File: src/rtl/estagio_busca.sv
// Instruction-fetch stage: owns the PC, drives the instruction memory address
// and fills the IF/ID register, handling stalls, redirects and out-of-range halt.
module estagio_busca #(
    parameter logic [31:0] PC_INICIAL = 32'd0,
    parameter int unsigned TAM_MEM    = 32
) (
    input  logic        clock,
    input  logic        reset,
    input  logic        stall,
    input  logic        desvio,
    input  logic [31:0] alvo_desvio,
    input  logic [31:0] instrucao,
    output logic [31:0] endereco,
    output logic [31:0] instrucao_id,
    output logic [31:0] pc_mais4_id,
    output logic        valido_id,
    output logic        parado,
    output logic        erro_alinhamento,
    output logic [31:0] instrucoes_emitidas
);

    localparam logic [31:0] LIMITE = 32'(4 * TAM_MEM);

    typedef enum logic {
        BUSCA = 1'b0,
        FIM   = 1'b1
    } estado_t;

    estado_t     estado_q, estado_d;
    logic [31:0] pc_q, pc_d;
    logic [31:0] instr_id_q, instr_id_d;
    logic [31:0] pc_mais4_id_q, pc_mais4_id_d;
    logic        valido_id_q, valido_id_d;
    logic        erro_q, erro_d;
    logic [31:0] emitidas_q, emitidas_d;

    logic [31:0] pc_mais4;
    logic [31:0] alvo_alinhado;
    logic        em_faixa;

    assign pc_mais4      = pc_q + 32'd4;
    assign alvo_alinhado = {alvo_desvio[31:2], 2'b00};
    assign em_faixa      = (pc_q < LIMITE);

    // Next-state: desvio beats stall, stall beats normal fetch.
    always_comb begin
        estado_d      = estado_q;
        pc_d          = pc_q;
        instr_id_d    = instr_id_q;
        pc_mais4_id_d = pc_mais4_id_q;
        valido_id_d   = valido_id_q;
        erro_d        = erro_q;
        emitidas_d    = emitidas_q;

        if (desvio) begin
            pc_d        = alvo_alinhado;
            instr_id_d  = 32'd0;
            valido_id_d = 1'b0;
            if (alvo_desvio[1:0] != 2'b00) begin
                erro_d = 1'b1;
            end
            estado_d = (alvo_alinhado < LIMITE) ? BUSCA : FIM;
        end else if (!stall) begin
            if (estado_q == BUSCA && em_faixa) begin
                instr_id_d    = instrucao;
                pc_mais4_id_d = pc_mais4;
                valido_id_d   = 1'b1;
                pc_d          = pc_mais4;
                emitidas_d    = emitidas_q + 32'd1;
            end else begin
                // Out of range or already halted: keep PC, feed bubbles.
                estado_d    = FIM;
                instr_id_d  = 32'd0;
                valido_id_d = 1'b0;
            end
        end
    end

    always_ff @(posedge clock) begin
        if (reset) begin
            estado_q      <= BUSCA;
            pc_q          <= PC_INICIAL;
            instr_id_q    <= 32'd0;
            pc_mais4_id_q <= 32'd0;
            valido_id_q   <= 1'b0;
            erro_q        <= 1'b0;
            emitidas_q    <= 32'd0;
        end else begin
            estado_q      <= estado_d;
            pc_q          <= pc_d;
            instr_id_q    <= instr_id_d;
            pc_mais4_id_q <= pc_mais4_id_d;
            valido_id_q   <= valido_id_d;
            erro_q        <= erro_d;
            emitidas_q    <= emitidas_d;
        end
    end

    assign endereco            = pc_q;
    assign parado              = (estado_q == FIM);
    assign instrucao_id        = instr_id_q;
    assign pc_mais4_id         = pc_mais4_id_q;
    assign valido_id           = valido_id_q;
    assign erro_alinhamento    = erro_q;
    assign instrucoes_emitidas = emitidas_q;

endmodule

File: config.mk
export PLATFORM = sky130hd
export DESIGN_NAME = estagio_busca
export DESIGN_NICKNAME = d
export VERILOG_FILES = /design/src/rtl/estagio_busca.sv
export SDC_FILE = /design/constraint.sdc
export NUM_CORES = 1
export LEC_CHECK = 0
export CAP_MARGIN = 20
export CORE_AREA = 3 3 112 114
export CTS_CLUSTER_SIZE = 40
export DETAILED_ROUTE_END_ITERATION = 12
export DIE_AREA = 0 0 115 117
export GPL_TIMING_DRIVEN = 0
export PLACE_DENSITY_LB_ADDON = 0.25
export SYNTH_ARGS = -nofsm -noshare
export SYNTH_HDL_FRONTEND = slang
export SYNTH_SLANG_ARGS = --single-unit
File: constraint.sdc
create_clock -name clock -period 3.1 [get_ports clock]
set_clock_uncertainty 0.1 [all_clocks]
set_input_delay 0.62 -clock clock [delete_from_list [all_inputs] [get_ports clock]]
set_output_delay 0.62 -clock clock [all_outputs]
set_load 0.01 [all_outputs]
Yosys cells after proc, flatten, opt, wreduce, memory -nomap -nowiden
Index checks and enable logic that the tools add are counted.
- bits in registers: 131
- word-level logic and storage cells: 35
- add/subtract/negate cells: 2
- equal/unequal tests: 2
- reductions and logical operators: 9
- bitwise logic cells: 3
- muxes and demuxes: 9
- magnitude comparators: 2
- operator list (operator ; count):
    2-to-1 mux 32 bit ; 4
    less-than comparator 32 x 8 -> 1 bit (second input constant) ; 2
    adder 32 x 1 -> 32 bit (second input constant) ; 1
    adder 32 x 3 -> 32 bit (second input constant) ; 1
    AND reduction 2 bit ; 4
    2-to-1 mux 1 bit ; 5
    nonzero test 2 bit ; 2
    inverter 1 bit ; 3
    AND reduction 3 bit ; 1
    != test 2 x 1 -> 1 bit (second input constant) ; 1
    != test 2 bit (second input constant) ; 1
    OR reduction 2 bit ; 1
    logical AND 1 bit ; 1

Longest topological paths before layout
Gate-level depths: netlist (run 1).
- depth in word-level cells: 5
- mapped depth: 8
- mapped depth without buffers: 6

Worst setup path before layout (run 1)
OpenSTA, ideal clock, no wires.
- path kind: input port to flip-flop
- start point: in stall
- end point: reg emitidas_q[31], in the netlist instrucoes_emitidas[31]
- stages on the path: 7
- setup slack: 0.535 ns
- setup time: 0.121 ns
- arrival time: 2.345 ns
- data required time: 2.879 ns
- cells stage by stage: buf_2 > nor4b_2 > nand3_1 > or4_4 > buf_2 > nor4_1 > mux2_2
- cells in the longest elaborated chain, start to end: 2
- RTL lines (what ; line ; RTL):
    start: declaration ; 9 ; input logic stall,
    inverter 1 bit (no source line) ; - ;
    AND reduction 3 bit (no source line) ; - ;
    end signal: assignment ; 95 ; emitidas_q <= emitidas_d;
    end: declaration ; 35 ; logic [31:0] emitidas_q, emitidas_d;
No other way between the ends.
A chain may end at the register's enable or synchronous reset.

Final worst setup path (run 1)
- start point: reg emitidas_q[3], in the netlist instrucoes_emitidas[3]
- end point: reg emitidas_q[31], in the netlist instrucoes_emitidas[31]
- cells in the longest elaborated chain, start to end: 1
- RTL lines (what ; line ; RTL):
    adder 32 x 1 -> 32 bit ; 69 ; emitidas_d = emitidas_q + 32'd1;
No other way between the ends.

==> impl_metrics.yaml, run 1 <==
outcome:
  outcome: "complete, no violations"
yosys:
  syn_inst: 529
  syn-mean-instance-area_um2: 9.47
  ys_types: 48
  ys_ff_latch: 127
  seq_area_frac_synth_pct: 50.7
  yosysWarnings: 0
  synth_top_area_share_pct: 50.7
  netlist.top_cell.by_area: "dfxtp_1"
  syn_area_mm2: 0.00501
  synth_area_leaders: "dfxtp_1 51%, nor2_1 6.1%, mux2i_1 5.6%"
critical_path:
  worstReg2RegEnd: "instrucoes_emitidas[31]"
  cp-end-kind: "flop"
  path_depth: 6
  critPathBufInv: 1
  ff2ff_path_depth: 6
  crit_start: "instrucoes_emitidas[3]"
  crit_top_cell: "nor4_1"
  crit_fanout: 10
  cp_slowest_cell: "nor4_1"
  r2r_setup_slack_ns: 0.35
  slowest_delay_ns: 0.57
  critPathLaunchType: "flop"
  setup.worst_path.end: "instrucoes_emitidas[31]"
  worstPathArrival_ns: 2.95
  worstPathCellList: "nand4_1 > nor4_1 > nand3_1 > buf_2 > nor4_1 > mux2_2"
  r2r_start: "instrucoes_emitidas[3]"
  critPathKind: "reg2reg"
  critPathTopFamily: "simple AND/OR/NAND/NOR gates"
  worstPathRequired_ns: 3.30
die:
  die_w_um: 115
  start_util_pct: 43.5
  row_count: 39
  num_io_pins: 199
  die-area_mm2: 0.0135
  coreArea_mm2: 0.0115
  die_y_um: 117
clock_network:
  cts_root_buffer: "clkbuf_16"
  cts.path.max_buffers: 2
  ctsHoldBuffers: 0
  clock_latency_ns: 0.41
  cts_buffers: 17
  cts-htree-levels: 4
  cts_sinks: 127
  path_clk_slew_ns: 0.05
  cts_tree: "done"
  postCtsSetupBuffers: 0
  ctsResizeCount: 0
pwr:
  power_density_mw_per_mm2: 488
  ir_worst_vdd_mv: 0.366
  power_leakage_nw: 2.67
route:
  wl_met1_um: 5980
  routedWlPerCell_um: 16.7
  top_layer_used: "met4"
  first_pass_iters: 5
  routed-wl-met2_um: 7420
  num_vias: 4767
  viasPerCell: 5.33
  drt_wl_total_um: 14900
  wl_met3_um: 1260
  drt_iter0_markers: 385
  ant_nets: 0
  drc: 0
cells_and_area:
  layout_commonest_cell: "clkdlybuf4s50_1"
  num-fill-cells: 946
  antennaDiodeCount: 0
  nNetsFinal: 814
  mostFrequentLayoutCells: "193 x clkdlybuf4s50_1, 127 x dfxtp_1, 81 x nor2_1"
  drive_above_1_share_pct: 7.19
  synthToLayoutAreaGrowth_pct: 52.4
timing:
  post-route-period-util_pct: 88.6
  fin_crit_ns: 2.75
  fmax_ghz: 0.364
  hold_viol: 0
  maxSlewViolCount: 0
  setup-tns-final_ns: 0
  setup_viol_count_final: 0
  holdWs_ns: 0.353
  tightest_slew_ns: 1.01
  grt_setup_unrepaired: "no"
  maxSlewHeadroom_pct: 32.2
grt:
  grt_max_degree: 17
  antenna_found_initial: 0
  grt_usage_pct: 22.4
  gr-total-overflow: 0
  grt_first_pass_wirelength_um: 23700
  grt_pass1_vias: 4779
hold_path:
  hold_path_class: "reg2reg"
  hold_depth: 1
placed_design:
  io_buffers: 193
  place_congestion: 0.818
  place_hpwl_um: 11200
flow_run:
  cap_violations: 0
-- flip-flops by register name, summed over array words and instances, names as in the netlist --
signal               count
endereco                30
erro_alinhamento         1
instrucao_id            32
instrucoes_emitidas     32
parado                   1
pc_mais4_id             30
valido_id                1
-- worst min path at each step --
stage	start	to	slack (ns)
2_1_floorplan	erro_alinhamento	erro_alinhamento	0.37
3_3_place_gp	erro_alinhamento	erro_alinhamento	0.34
3_5_place_dp	pc_mais4_id[30]	pc_mais4_id[30]	0.34
4_1_cts	erro_alinhamento	erro_alinhamento	0.36
5_1_grt	pc_mais4_id[14]	pc_mais4_id[14]	0.37
6_report	pc_mais4_id[14]	pc_mais4_id[14]	0.35
-- power breakdown --
part	internal, mW	switching, mW	leakage (nW)	total [mW]
clock	1.07	0.638	0.250	1.71
sequential	1.66	0.0311	1.03	1.69
combinational	0.173	0.146	1.39	0.318
-- cell usage after synthesis (all sizes together) --
library cell,n
nand4,7
conb,1
a31o,2
and4,2
xnor2,6
clkbuf,24
o21ai,15
a221o,1
nand3,13
mux2i,28
nor3,9
or3b,1
nor2,81
nand4b,1
a21o,1
nor4,20
nand2b,2
a21oi,28
ha,2
mux2,2
nand2,19
o21a,1
buf,12
a211oi,8
a21boi,1
or3,13
inv,9
o21ba,1
and3,4
or2,2
a311oi,1
xor2,2
o31ai,10
and2,24
dfxtp,127
a22oi,32
or4,12
nor4b,3
nor2b,2
-- layout make-up --
cell class | instances | area [um2] | area share, %
Buffer | 36 | 158 | 2.07
Inverter | 9 | 33.8 | 0.443
Tap cell | 143 | 179 | 2.34
Multi-Input combinational cell | 360 | 2290 | 30.0
Clock buffer | 24 | 492 | 6.44
Clock inverter | 2 | 10.0 | 0.131
Timing Repair Buffer | 193 | 1930 | 25.3
Sequential cell | 127 | 2540 | 33.3
-- cell families (layout without fill, tap and decap cells) --
family / after synthesis / count (layout) / share of synthesized area (%)
AO/OA/AOI/OAI: 101 / 101 / 13.2
buffers and inverters: 45 / 264 / 3.82
other: 1 / 4 / 0.0749
XOR/XNOR: 8 / 8 / 1.40
flip-flops: 127 / 127 / 50.7
AND/OR/NAND/NOR: 215 / 215 / 24.3
multiplexers: 30 / 30 / 6.04
adder cells (fa/ha/maj): 2 / 2 / 0.499
-- metrics by stage --
step,worst slack [ns],util (%),instance area (um2),power (mW),cells
global placement,-0.0189,61.9,7130,2.04,868
detailed placement,-0.0586,61.9,7130,2.04,868
CTS,0.351,66.3,7630,3.76,894
floorplan,0.535,-,5020,1.86,532
finish,0.353,66.3,7630,3.72,894
global route,0.0789,66.3,7630,3.87,894
-- per-layer routing --
metal,vias to the layer above,GRT usage [%]
met2,172,35.8
met5,-,0
met3,20,9.82
met4,0,11.0
li1,2317,-
met1,2258,25.8
-- worst reg2reg max path: stages, from the launching register on --
cell     delay [ns]
dfxtp_1        0.45
nand4_1        0.26
nor4_1         0.57
nand3_1        0.33
buf_2          0.28
nor4_1         0.28
mux2_2         0.36
Power figures use the tool's default switching activity.
==> run 2, diff against run 1 <==
--- a/config.mk
+++ b/config.mk
@@ -7,11 +7,12 @@
 export LEC_CHECK = 0
 export CAP_MARGIN = 20
 export CORE_AREA = 3 3 112 114
-export CTS_CLUSTER_SIZE = 40
+export CTS_CLUSTER_SIZE = 12
 export DETAILED_ROUTE_END_ITERATION = 12
 export DIE_AREA = 0 0 115 117
 export GPL_TIMING_DRIVEN = 0
 export PLACE_DENSITY_LB_ADDON = 0.25
+export SLEW_MARGIN = 0
 export SYNTH_ARGS = -nofsm -noshare
 export SYNTH_HDL_FRONTEND = slang
 export SYNTH_SLANG_ARGS = --single-unit
==> results of run 2 <==
The final DEF is identical to that of run 1; final timing and power are the same.
==> run 3, diff against run 2 <==
--- a/config.mk
+++ b/config.mk
@@ -6,10 +6,10 @@
 export NUM_CORES = 1
 export LEC_CHECK = 0
 export CAP_MARGIN = 20
-export CORE_AREA = 3 3 112 114
+export CORE_AREA = 3 3 138 140
 export CTS_CLUSTER_SIZE = 12
 export DETAILED_ROUTE_END_ITERATION = 12
-export DIE_AREA = 0 0 115 117
+export DIE_AREA = 0 0 141 143
 export GPL_TIMING_DRIVEN = 0
 export PLACE_DENSITY_LB_ADDON = 0.25
 export SLEW_MARGIN = 0
==> impl_metrics.yaml, run 3 (synthesized netlist as in run 1, its figures left out) <==
pwr:
  combinationalPowerShare_pct: 7.9
  switching_share_pct: 21.5
  pwr-share-clk_pct: 50.3
  ir_worst_vdd_mv: 0.388
  power_mw: 4.05
  power_density_mw_per_mm2: 517
  p_int_mw: 3.18
  switchingPower_mw: 0.870
  power_leakage_nw: 2.72
  pwr-share-seq_pct: 41.8
placed_design:
  place_congestion: 0.792
  io_buffers: 193
  place_ws_ns: -0.0703
  place_hpwl_um: 12100
  place_inst: 954
  placed_cell_area_mm2: 0.00724
route:
  drc: 0
  routedWlPerCell_um: 16.2
  first_pass_iters: 4
  ant_nets: 0
  num_vias: 4764
  drt_wl_total_um: 15900
  viasPerCell: 4.84
  drt_iter0_markers: 155
critical_path:
  crit_top_cell: "nor4_1"
  crit_fanout: 10
  worstPathRequired_ns: 3.30
  critPathLaunchType: "flop"
  slowest_delay_ns: 0.60
  r2r_setup_slack_ns: 0.28
  cp-end-kind: "flop"
  ff2ff_path_depth: 6
  worstPathCellList: "nand4_1 > nor4_1 > nand3_1 > buf_2 > nor4_1 > mux2_2"
  path_depth: 6
  critPathBufInv: 1
  cp_slowest_cell: "nor4_1"
  critPathTopFamily: "simple AND/OR/NAND/NOR gates"
  worstPathArrival_ns: 3.02
  critPathKind: "reg2reg"
timing:
  post-route-period-util_pct: 91.1
  grt_setup_unrepaired: "no"
  maxSlewHeadroom_pct: 46.4
  setup-tns-final_ns: 0
  fmax_ghz: 0.354
  setup_viol_count_final: 0
  fin_ws_ns: 0.275
  holdWs_ns: 0.350
  fin_crit_ns: 2.82
  maxSlewViolCount: 0
  hold_viol: 0
  tightest_slew_ns: 0.796
grt:
  grt_use_met3_pct: 7.47
  grt_usage_pct: 15.6
  use_met2_pct: 26.7
  met1_usage_pct: 17.4
  gr-total-overflow: 0
  gr-max-usage-layer: "met2"
  antenna_found_initial: 1
  grt_first_pass_wirelength_um: 24900
  grt_max_degree: 17
  grt_pass1_vias: 4721
cells_and_area:
  mostFrequentLayoutCells: "193 x clkdlybuf4s50_1, 127 x dfxtp_1, 81 x nor2_1"
  design_area_mm2: 0.00784
  nNetsFinal: 815
  utilization_pct: 43.6
  instances_no_fill: 984
  antennaDiodeCount: 0
  layout_commonest_cell: "clkdlybuf4s50_1"
  drive_above_1_share_pct: 7.68
  synthToLayoutAreaGrowth_pct: 56.4
flow_run:
  cap_violations: 0
clock_network:
  ctsHoldBuffers: 0
  cts-htree-levels: 4
  cts_root_buffer: "clkbuf_16"
  ctsResizeCount: 0
  cts_buffers: 17
  cts_sinks: 127
  path_clk_slew_ns: 0.05
  cts.path.max_buffers: 2
  postCtsSetupBuffers: 0
  cts_tree: "done"
  clock_latency_ns: 0.42
die:
  die_y_um: 143
  coreArea_mm2: 0.0180
  die-area_mm2: 0.0202
  start_util_pct: 27.9
  die_w_um: 141
  num_io_pins: 199
  row_count: 49
hold_path:
  hold_path_class: "reg2reg"
  hold_depth: 2
outcome:
  outcome: "complete, no violations"
==> run 3: changes by cell type in the layout (fill, tap and decap cells not counted) <==
| cell | previous run | this run |
|---|---|---|
| bufinv_16 | 0 | 4 |
| clkbuf_8 | 4 | 1 |
| clkbuf_2 | 0 | 1 |
| clkinv_2 | 2 | 4 |
==> run 3: layout make-up <==
class | instances | area (um2)
flip-flops and latches | 127 | 2540
clock inverters | 8 | 140
well taps | 229 | 287
repair buffers | 194 | 1940
fillers | 1732 | 10100
inverters | 9 | 33.8
clock buffers | 21 | 450
multi-input cells | 360 | 2290
plain buffers | 36 | 158
==> run 3: power by group through the flow <==
| stage | Sequential, mW | Combinational (mW) | Clock (mW) |
|---|---|---|---|
| after CTS | 1.69 | 0.324 | 2.10 |
| after detailed placement | 1.73 | 0.323 | 0 |
| after global placement | 1.72 | 0.319 | 0 |
| after floorplan | 1.73 | 0.129 | 0 |
| after global routing | 1.69 | 0.347 | 2.18 |
| final | 1.69 | 0.320 | 2.04 |
==> run 3: metal layers <==
| metal | vias up | wire (um) |
|---|---|---|
| li1 | 2328 | - |
| met1 | 2238 | 6380 |
| met2 | 178 | 7710 |
| met3 | 18 | 1600 |
| met4 | 2 | 182 |
| met5 | - | 13 |
==> run 3: path summary, 6_finish.rpt <==
check                         startpoint                 endpoint
setup / recovery  instrucoes_emitidas[3]  instrucoes_emitidas[31]
hold / removal          erro_alinhamento         erro_alinhamento
setup reg to reg  instrucoes_emitidas[3]  instrucoes_emitidas[31]
hold reg to reg         erro_alinhamento         erro_alinhamento
==> run 3: tightest hold or removal path, cell delays in order (launching register included) <==
cell     delay, ns
dfxtp_1       0.31
inv_1         0.05
a21oi_1       0.05
